--- config.mk ---
export PLATFORM = sky130hd
export DESIGN_NAME = apu_frame_sequencer
export DESIGN_NICKNAME = d
export VERILOG_FILES = /design/src/rtl/apu_pkg.sv /design/src/rtl/frame_step_decode.sv /design/src/rtl/apu_frame_sequencer.sv
export SDC_FILE = /design/constraint.sdc
export NUM_CORES = 1
export LEC_CHECK = 0
export CORE_AREA = 2 2 67 56
export CTS_BUF_LIST = sky130_fd_sc_hd__clkbuf_16
export DETAILED_ROUTE_END_ITERATION = 10
export DIE_AREA = 0 0 69 58
export SYNTH_ARGS = -nofsm -noshare
export SYNTH_HDL_FRONTEND = slang
export SYNTH_SLANG_ARGS = --single-unit
--- constraint.sdc ---
create_clock -name clk -period 6 [get_ports clk]
set_input_delay 1.2 -clock clk [delete_from_list [all_inputs] [get_ports clk]]
set_output_delay 1.2 -clock clk [all_outputs]
set_load 0.02 [all_outputs]
--- src/rtl/apu_pkg.sv ---
// Shared constants for the APU frame sequencer: mode encodings, per-mode
// step limits and the bit layout of the per-step event vector.
package apu_pkg;

  localparam logic MODE_4STEP = 1'b0;
  localparam logic MODE_5STEP = 1'b1;

  localparam int unsigned STEP_CYCLES_DEFAULT = 3728;

  localparam int unsigned STEP_W = 3;
  typedef logic [STEP_W-1:0] step_t;

  localparam step_t LAST_STEP_4 = 3'd3;
  localparam step_t LAST_STEP_5 = 3'd4;

  // Event vector produced by frame_step_decode for the current (mode, step).
  localparam int unsigned EV_QTR  = 0;
  localparam int unsigned EV_HALF = 1;
  localparam int unsigned EV_IRQ  = 2;
  localparam int unsigned EV_LAST = 3;
  localparam int unsigned EV_W    = 4;

  typedef logic [EV_W-1:0] events_t;

endpackage

--- src/rtl/frame_step_decode.sv ---
// Combinational event table: which strobes fire when the given step of the
// given mode completes, and whether that step is the last one of the mode.
module frame_step_decode
  import apu_pkg::*;
(
  input  logic    mode,
  input  step_t   step,
  output events_t events
);

  always_comb begin
    events = '0;
    if (mode == MODE_4STEP) begin
      events[EV_QTR]  = (step <= LAST_STEP_4);
      events[EV_HALF] = (step == 3'd1) || (step == 3'd3);
      events[EV_IRQ]  = (step == LAST_STEP_4);
      // Out-of-range steps are treated as last so the sequence recovers.
      events[EV_LAST] = (step >= LAST_STEP_4);
    end else begin
      events[EV_QTR]  = (step <= 3'd2) || (step == LAST_STEP_5);
      events[EV_HALF] = (step == 3'd1) || (step == LAST_STEP_5);
      events[EV_IRQ]  = 1'b0;
      events[EV_LAST] = (step >= LAST_STEP_5);
    end
  end

endmodule

--- src/rtl/apu_frame_sequencer.sv ---
// APU frame sequencer: divides the APU tick into frame steps and emits the
// quarter/half-frame strobes plus the sticky frame interrupt flag.
module apu_frame_sequencer
  import apu_pkg::*;
#(
  parameter int unsigned STEP_CYCLES = STEP_CYCLES_DEFAULT,
  parameter int unsigned CNT_W       = 14
) (
  input  logic       clk,
  input  logic       rst_n,
  input  logic       tick,
  input  logic       cfg_write,
  input  logic       cfg_mode,
  input  logic       cfg_irq_inhibit,
  input  logic       irq_ack,
  output logic       quarter_frame,
  output logic       half_frame,
  output logic       frame_irq,
  output logic [2:0] step
);

  localparam logic [CNT_W-1:0] CntLast = CNT_W'(STEP_CYCLES - 1);

  logic [CNT_W-1:0] cnt_q, cnt_d;
  step_t            step_q, step_d;
  logic             mode_q, mode_d;
  logic             inhibit_q, inhibit_d;
  logic             qtr_q, qtr_d;
  logic             half_q, half_d;
  logic             irq_q, irq_d;
  logic             terminal;
  events_t          events;

  frame_step_decode u_step_decode (
    .mode   (mode_q),
    .step   (step_q),
    .events (events)
  );

  assign terminal = tick && (cnt_q == CntLast);

  always_comb begin
    cnt_d     = cnt_q;
    step_d    = step_q;
    mode_d    = mode_q;
    inhibit_d = inhibit_q;
    qtr_d     = 1'b0;
    half_d    = 1'b0;
    irq_d     = irq_q;

    if (irq_ack) begin
      irq_d = 1'b0;
    end

    // A register write restarts the sequence and swallows a coincident terminal.
    if (cfg_write) begin
      mode_d    = cfg_mode;
      inhibit_d = cfg_irq_inhibit;
      cnt_d     = '0;
      step_d    = '0;
      qtr_d     = (cfg_mode == MODE_5STEP);
      half_d    = (cfg_mode == MODE_5STEP);
      if (cfg_irq_inhibit) begin
        irq_d = 1'b0;
      end
    end else if (terminal) begin
      cnt_d  = '0;
      qtr_d  = events[EV_QTR];
      half_d = events[EV_HALF];
      step_d = events[EV_LAST] ? step_t'(0) : step_q + 3'd1;
      // Set overrides a same-cycle irq_ack.
      if (events[EV_IRQ] && !inhibit_q) begin
        irq_d = 1'b1;
      end
    end else if (tick) begin
      cnt_d = cnt_q + CNT_W'(1);
    end
  end

  always_ff @(posedge clk or negedge rst_n) begin
    if (!rst_n) begin
      cnt_q     <= '0;
      step_q    <= '0;
      mode_q    <= MODE_4STEP;
      inhibit_q <= 1'b0;
      qtr_q     <= 1'b0;
      half_q    <= 1'b0;
      irq_q     <= 1'b0;
    end else begin
      cnt_q     <= cnt_d;
      step_q    <= step_d;
      mode_q    <= mode_d;
      inhibit_q <= inhibit_d;
      qtr_q     <= qtr_d;
      half_q    <= half_d;
      irq_q     <= irq_d;
    end
  end

  assign quarter_frame = qtr_q;
  assign half_frame    = half_q;
  assign frame_irq     = irq_q;
  assign step          = step_q;

endmodule

* Yosys cells after proc, flatten, opt, wreduce, memory -nomap -nowiden *
Cells that the tools add are included.

word-level totals
  output and inout port bits = 6
  word-level logic and storage cells = 41
  bits in registers = 22
  input bits = 7

operators by class
  order comparisons = 4
  multiplexer cells = 16
  eq/ne operators = 4
  add/subtract/negate cells = 2
  reduce and logical (&&, ||, !) cells = 8

operators with widths
  cell                   count
  $mux 14                3
  $add 14x1->14 const B  1
  $eq 14x12->1 const B   1
  $mux 1                 9
  $mux 3                 3
  $le 3x2->1 const B     2
  $mux 4                 1
  $add 3x1->3 const B    1
  $eq 3x1->1 const B     1
  $eq 3x2->1 const B     1
  $eq 3x3->1 const B     1
  $ge 3x2->1 const B     1
  $ge 3x3->1 const B     1
  $logic_or 1x1->1       3
  $reduce_bool 3->1      1
  $logic_and 1x1->1      2
  $reduce_bool 2->1      1
  $logic_not 1->1        1

* Depth between registers and ports, before layout *
Gate-level depths: netlist (run 1).

  depth after elaboration = 7
  depth in mapped cells = 6
  depth with buffers taken out = 6

* Modules after synthesis *
A second synthesis (run 1) with hierarchy kept.

unflattened totals
  cells, all modules = 122
  area total of the unflattened synthesis = 1,218.7 µm²

by module, submodules not included
  module               cells an instance  instances  area an instance (µm²)  seq. area each (µm²)
  apu_frame_sequencer  113                1          1,163.6                 550.5
  frame_step_decode    9                  1          55.1                    0.0

* Least setup slack after synthesis (run 1) *
Ideal clock, no wire load.

  path kind = input to register
  from = input port tick
  to = register step_q[1] (netlist: step[1])
  stages = 4
  arrival time = 2,460 ps
  data required time = 5,922 ps
  slack = 3,462 ps
  buffers on the path = 0
  setup time = 78 ps
  cells stage by stage = nand4bb_1 or4_4 or4b_1 a21oi_1

between the ends
  longest elaborated chain between the ends = 2

ends and longest elaborated chain
  element                             line                       source
  from (decl)                         apu_frame_sequencer.sv:11  input logic tick,
  $logic_and 1x1->1                   apu_frame_sequencer.sv:40  assign terminal = tick && (cnt_q == CntLast);
  $reduce_bool 2->1 (no source line)  -
  to (signal assigned)                apu_frame_sequencer.sv:91  step_q <= step_d;
  to (decl)                           apu_frame_sequencer.sv:25  step_t step_q, step_d;

No other way between the ends.
A chain may end at the register's enable or synchronous reset.

* Final worst setup path (run 1) *
Ends and elaborated chain as after synthesis.

==> results.py, run 1 <==
metrics = {
    "yosys": {
        "yosys.area.top_type": "dfrtp_1",
        "syn-num-nets": 140,
        "netlist_instances": 127,
        "synth.avg_cell_area_um2": 9.44,
        "synth_area_leaders": "dfrtp_1 (46%), ha_1 (6.3%), xnor2_1 (5.8%), nor2_1 (4.7%), nand3b_1 (3.1%)",
        "yosysTopAreaCellShare_pct": 45.9,
        "netlist_area_mm2": 0.00120,
        "synth_cell_types": 31,
        "yosys_warnings": 0,
        "ys_ff_latch": 22,
        "synth_seq_area_share_pct": 45.9,
    },
    "worst_hold_path": {
        "hp-class": "reg2reg",
        "min-delay-start": "inhibit_q$_DFFE_PN0P_",
        "hold-path-cell-count": 1,
        "min_to": "inhibit_q$_DFFE_PN0P_",
    },
    "final_layout": {
        "n_fill_cell": 329,
        "synthToLayoutAreaGrowth_pct": 19.4,
        "fin_nets": 152,
        "final_cell_mix": "dfrtp_1 (22), nor2_1 (15), clkdlybuf4s50_1 (12)",
        "layout_commonest_cell": "dfrtp_1",
        "antenna_cells": 0,
        "layout-drive-gt1-share_pct": 3.62,
    },
    "critical_path": {
        "crit_chain": "clkdlybuf4s50_1 > nand4bb_1 > or4_4 > or4b_1 > a21oi_1",
        "arrival_ns": 3.36,
        "r2r_end": "step[1]$_DFFE_PN0P_",
        "worst-path-max-fanout": 14,
        "rrSetupSlack_ns": 3.67,
        "rr_worst_depth": 4,
        "worstSetupPathType": "in2reg",
        "crit_required_ns": 6.17,
        "slowest_delay_ns": 0.69,
        "cpLargestDelayFamily": "simple AND/OR/NAND/NOR gates",
        "end_kind": "register",
        "worst_setup_path_start_kind": "primary input",
        "path_depth": 5,
        "slowest_stage": "clkdlybuf4s50_1",
        "reg2reg_from": "cnt_q[4]$_DFFE_PN0P_",
        "path_buf_inv": 1,
    },
    "timing": {
        "report.final.slew_viol_count": 0,
        "fmax_mhz": 313,
        "tightest_slew_ns": 0.967,
        "setup_viol": 0,
        "period_needed_ns": 3.20,
        "skew_ns": 0.00137,
        "rsz0062_at_grt": "false",
        "period_share_pct": 53.3,
        "fin_setup_tns_ns": 0,
        "finalHoldViolCount": 0,
        "max-slew-margin-rel_pct": 35.3,
    },
    "grt": {
        "grt_pass1_vias": 936,
        "grt_max_degree": 23,
        "grt_pass1_wl_um": 4310,
        "track_usage_pct": 13.3,
        "grt_overflow_total": 0,
        "antenna_found_initial": 0,
    },
    "clock_tree": {
        "clock_latency_ns": 0.25,
        "cts_resized": 0,
        "cts_root_buf": "clkbuf_16",
        "htree_num_levels": 1,
        "ctsLongestPathBuffers": 2,
        "cts_setup_buffers": 0,
        "cts_made_buffers": 3,
        "postCtsHoldBufs": 0,
        "cts.sinks": 22,
        "tritoncts": "done",
        "clk_pin_slew_worst_paths_ns": 0.06,
    },
    "detailed_routing": {
        "drtIter0Drc": 42,
        "drt_pass1_iterations": 4,
        "antenna_left": 0,
        "routed_wl_um": 2260,
        "via_count": 921,
        "top_layer_used": "met4",
        "met2_wirelength_um": 1060,
        "drc": 0,
        "wire_per_inst_um": 12.6,
        "met3RoutedLength_um": 82,
        "viasPerCell": 5.12,
        "met1_length_um": 1080,
    },
    "run_status": {
        "status": "completed",
    },
    "place": {
        "gp_congestion": 0.822,
        "io_buffers": 12,
        "hpwlAfterDp_um": 1610,
    },
    "die": {
        "dieArea_mm2": 0.00400,
        "start_util_pct": 36.0,
        "num_rows": 19,
        "die_y_um": 58,
        "fp.coreArea_mm2": 0.00333,
        "io-pin-count": 13,
        "die_w_um": 69,
    },
    "power_and_ir_drop": {
        "vdd_drop_max_v": 0.000141,
        "power.density_mw_per_mm2": 218,
        "p_leak_nw": 0.540,
        "total_power_uw": 312,
    },
    "run": {
        "drv_cap": 0,
    },
}
## flip-flops by register name (all words and copies together), names as in the netlist
name           count
inhibit_q          1
quarter_frame      1
mode_q             1
frame_irq          1
half_frame         1
cnt_q             14
step               3
## metrics by stage
| stage | utilization [%] | setup WS, ns | cells | area [µm²] | hold WS [ns] |
|---|---|---|---|---|---|
| after global routing | 43.0 | 2.72 | 180 | 1430 | 0.550 |
| after floorplan | - | 3.46 | 127 | 1200 | 0.482 |
| after global placement | 40.6 | 2.61 | 176 | 1350 | 0.498 |
| final | 43.0 | 2.80 | 180 | 1430 | 0.516 |
| after CTS | 43.0 | 2.81 | 180 | 1430 | 0.526 |
| after detailed placement | 40.6 | 2.54 | 176 | 1350 | 0.511 |
## cell families (layout without fill, tap and decap cells)
family / after synthesis / after routing / synth area share, %
fa+ha+maj: 6 / 6 / 6.26
simple gates: 57 / 57 / 26.2
xor+xnor: 10 / 10 / 7.31
buf+inv: 12 / 23 / 3.76
flops: 22 / 22 / 45.9
compound gates: 19 / 19 / 9.60
mux: 1 / 1 / 0.939
## synth_stat cells (all sizes together)
| library cell | n |
|---|---|
| inv | 7 |
| dfrtp | 22 |
| or4 | 3 |
| buf | 1 |
| mux2 | 1 |
| nor4 | 2 |
| nor2 | 15 |
| nand4b | 1 |
| o21ai | 4 |
| nand2b | 5 |
| or4b | 2 |
| a211oi | 1 |
| xnor2 | 8 |
| nand3b | 5 |
| o211ai | 1 |
| ha | 6 |
| nand4 | 2 |
| nor3 | 6 |
| and3 | 1 |
| a21oi | 7 |
| a31oi | 2 |
| o31ai | 2 |
| nand3 | 5 |
| clkbuf | 4 |
| o2111ai | 1 |
| xor2 | 2 |
| a211o | 1 |
| nor2b | 1 |
| nand4bb | 1 |
| nand2 | 8 |
## where the power goes
group	internal (mW)	switching (mW)
combinational	0.00776	0.0105
sequential	0.151	0.00272
clock	0.0889	0.0505
total	0.248	0.0637
## worst max-delay path by stage
stage	startpoint	endpoint
6_report	tick	step[1]$_DFFE_PN0P_
5_1_grt	tick	step[1]$_DFFE_PN0P_
4_1_cts	tick	step[1]$_DFFE_PN0P_
3_5_place_dp	tick	step[1]$_DFFE_PN0P_
3_3_place_gp	tick	step[1]$_DFFE_PN0P_
2_1_floorplan	tick	step[1]$_DFFE_PN0P_
## per-layer routing
metal	up-vias	global-route usage (%)
met5	-	0
met4	0	5.04
met3	5	2.96
met2	13	21.6
met1	433	17.6
li1	470	-
## cell type report
cell class                      count  area, µm²  share of cell area [%]
Multi-Input combinational cell     93        603                    42.1
Timing Repair Buffer               12        120                    8.39
Sequential cell                    22        551                    38.5
Inverter                            7       26.3                    1.84
Clock buffer                        3       75.1                    5.24
Clock inverter                      1       3.75                   0.262
Tap cell                           42       52.6                    3.67
(Power assumes the default switching activity.)
==> run 2, diff against run 1 <==
==> constraint.sdc (replaced) <==
create_clock -name clk -period 3.1 [get_ports clk]
set_input_delay 0.62 -clock clk [delete_from_list [all_inputs] [get_ports clk]]
set_output_delay 0.62 -clock clk [all_outputs]
set_load 0.02 [all_outputs]
==> results.py, run 2 (synthesized netlist as in run 1, its figures left out) <==
metrics = {
    "final_layout": {
        "post-route-cell-area_mm2": 0.00148,
        "antenna_cells": 0,
        "n_fill_cell": 329,
        "reg.largest.list": "cnt_q (14), step (3)",
        "synthToLayoutAreaGrowth_pct": 23.5,
        "final_util_pct": 44.5,
        "final_cell_mix": "dfrtp_1 (22), nor2_1 (15), clkdlybuf4s50_1 (12)",
        "fin_nets": 155,
        "layout-drive-gt1-share_pct": 6.38,
        "largest_reg_flops": 14,
        "top_register": "cnt_q",
        "layout_commonest_cell": "dfrtp_1",
    },
    "critical_path": {
        "slowest_delay_ns": 0.65,
        "worst_setup_path_start_kind": "primary input",
        "crit_required_ns": 3.28,
        "crit_chain": "clkdlybuf4s50_1 > nand4bb_1 > or4_4 > or4b_1 > a21oi_1",
        "worst-path-max-fanout": 14,
        "slowest_stage": "or4_4",
        "cpLargestDelayFamily": "simple AND/OR/NAND/NOR gates",
        "arrival_ns": 2.53,
        "worstSetupPathType": "in2reg",
        "end_kind": "register",
        "path_buf_inv": 1,
    },
    "die": {
        "num_rows": 19,
        "fp.coreArea_mm2": 0.00333,
        "die_y_um": 58,
        "dieArea_mm2": 0.00400,
        "io-pin-count": 13,
        "die_w_um": 69,
        "start_util_pct": 36.0,
    },
    "timing": {
        "finalHoldViolCount": 0,
        "fin_setup_tns_ns": 0,
        "period_needed_ns": 2.35,
        "period_share_pct": 75.7,
        "tightest_slew_ns": 0.471,
        "fmax_mhz": 426,
        "setup_viol": 0,
        "max-slew-margin-rel_pct": 68.4,
        "skew_ns": 0.00407,
        "rsz0062_at_grt": "false",
        "report.final.slew_viol_count": 0,
    },
    "clock_tree": {
        "clock_latency_ns": 0.26,
        "cts_resized": 0,
        "cts_root_buf": "clkbuf_16",
        "postCtsHoldBufs": 0,
        "tritoncts": "done",
        "cts.sinks": 22,
        "cts_setup_buffers": 0,
        "ctsLongestPathBuffers": 2,
        "htree_num_levels": 1,
        "cts_made_buffers": 3,
        "clk_pin_slew_worst_paths_ns": 0.06,
    },
    "power_and_ir_drop": {
        "swShare_pct": 18.7,
        "combPwrFrac_pct": 5.5,
        "total_power_uw": 697,
        "p_int_uw": 567,
        "p_leak_nw": 0.567,
        "power.density_mw_per_mm2": 471,
        "p_seq_share_pct": 42.7,
        "clock_power_share_pct": 51.7,
        "power_switching_uw": 130,
        "vdd_drop_max_v": 0.000165,
    },
    "grt": {
        "grt_pass1_vias": 931,
        "antenna_found_initial": 0,
        "track_usage_pct": 13.7,
        "grt_overflow_total": 0,
        "grt_max_degree": 23,
        "grt_pass1_wl_um": 4350,
    },
    "run_status": {
        "status": "completed",
    },
    "place": {
        "io_buffers": 12,
        "gp_congestion": 0.836,
        "placedInstanceArea_mm2": 0.00138,
        "hpwlAfterDp_um": 1710,
    },
    "detailed_routing": {
        "drt_pass1_iterations": 4,
        "viasPerCell": 5.21,
        "wire_per_inst_um": 13.4,
        "via_count": 953,
        "antenna_left": 0,
        "routed_wl_um": 2450,
        "drtIter0Drc": 45,
        "drc": 0,
    },
    "worst_hold_path": {
        "hp-class": "reg2reg",
    },
    "run": {
        "drv_cap": 0,
    },
}
run 2: changes by cell type in the layout (fill, tap and decap cells not counted), sizes merged:
cell / change
bufinv: +1
clkinv: -1
buf: +3
run 2: worst reg2reg max path, cell delays in order (launching register included):
cell and delay (ns):
dfrtp_1 0.42, or4b_1 0.53, or4_4 0.63, or4b_1 0.53, a21oi_1 0.15
run 2: power groups by stage:
stage                     clock network (mW)  registers, mW  logic (mW)
after floorplan                            0          0.304      0.0154
after global placement                     0          0.303      0.0384
after detailed placement                   0          0.303      0.0390
after CTS                              0.367          0.298      0.0396
after global routing                   0.383          0.299      0.0440
final                                  0.361          0.298      0.0386
run 2: worst paths after layout:
kind                                  startpoint                    end  slack, ns  depth (start not counted)
max in group asynchronous                  rst_n   cnt_q[8]$_DFFE_PN0P_       2.17                          2
hold reg to reg            inhibit_q$_DFFE_PN0P_  inhibit_q$_DFFE_PN0P_       0.51                          1
setup / recovery                            tick    step[1]$_DFFE_PN0P_       0.75                          5
min in group asynchronous                  rst_n  cnt_q[10]$_DFFE_PN0P_       0.71                          2
hold / removal             inhibit_q$_DFFE_PN0P_  inhibit_q$_DFFE_PN0P_       0.51                          1
setup reg to reg            cnt_q[4]$_DFFE_PN0P_    step[1]$_DFFE_PN0P_       0.77                          4
run 2: per-layer routing:
metal	share of wire, %	GRT usage [%]	wire length (µm)
met1	49	18.6	1190
met2	47	21.7	1140
met3	3.4	3.83	83
met4	1.2	4.20	29
met5	0	0	0
run 2: layout make-up:
| type | count | area (µm²) | area share [%] |
|---|---|---|---|
| Tap cell | 42 | 52.6 | 3.55 |
| Sequential cell | 22 | 551 | 37.2 |
| Timing Repair Buffer | 15 | 143 | 9.64 |
| Clock buffer | 3 | 75.1 | 5.07 |
| Multi-Input combinational cell | 93 | 603 | 40.7 |
| Clock inverter | 1 | 30.0 | 2.03 |
| Inverter | 7 | 26.3 | 1.78 |
run 2: per-stage QoR:
stage | worst slack (ns) | std cells | hold slack (ns)
finish | 0.753 | 183 | 0.509
global route | 0.694 | 183 | 0.535
CTS | 0.747 | 183 | 0.515
detailed placement | 0.491 | 179 | 0.500
global placement | 0.525 | 179 | 0.498
floorplan | 0.964 | 127 | 0.324
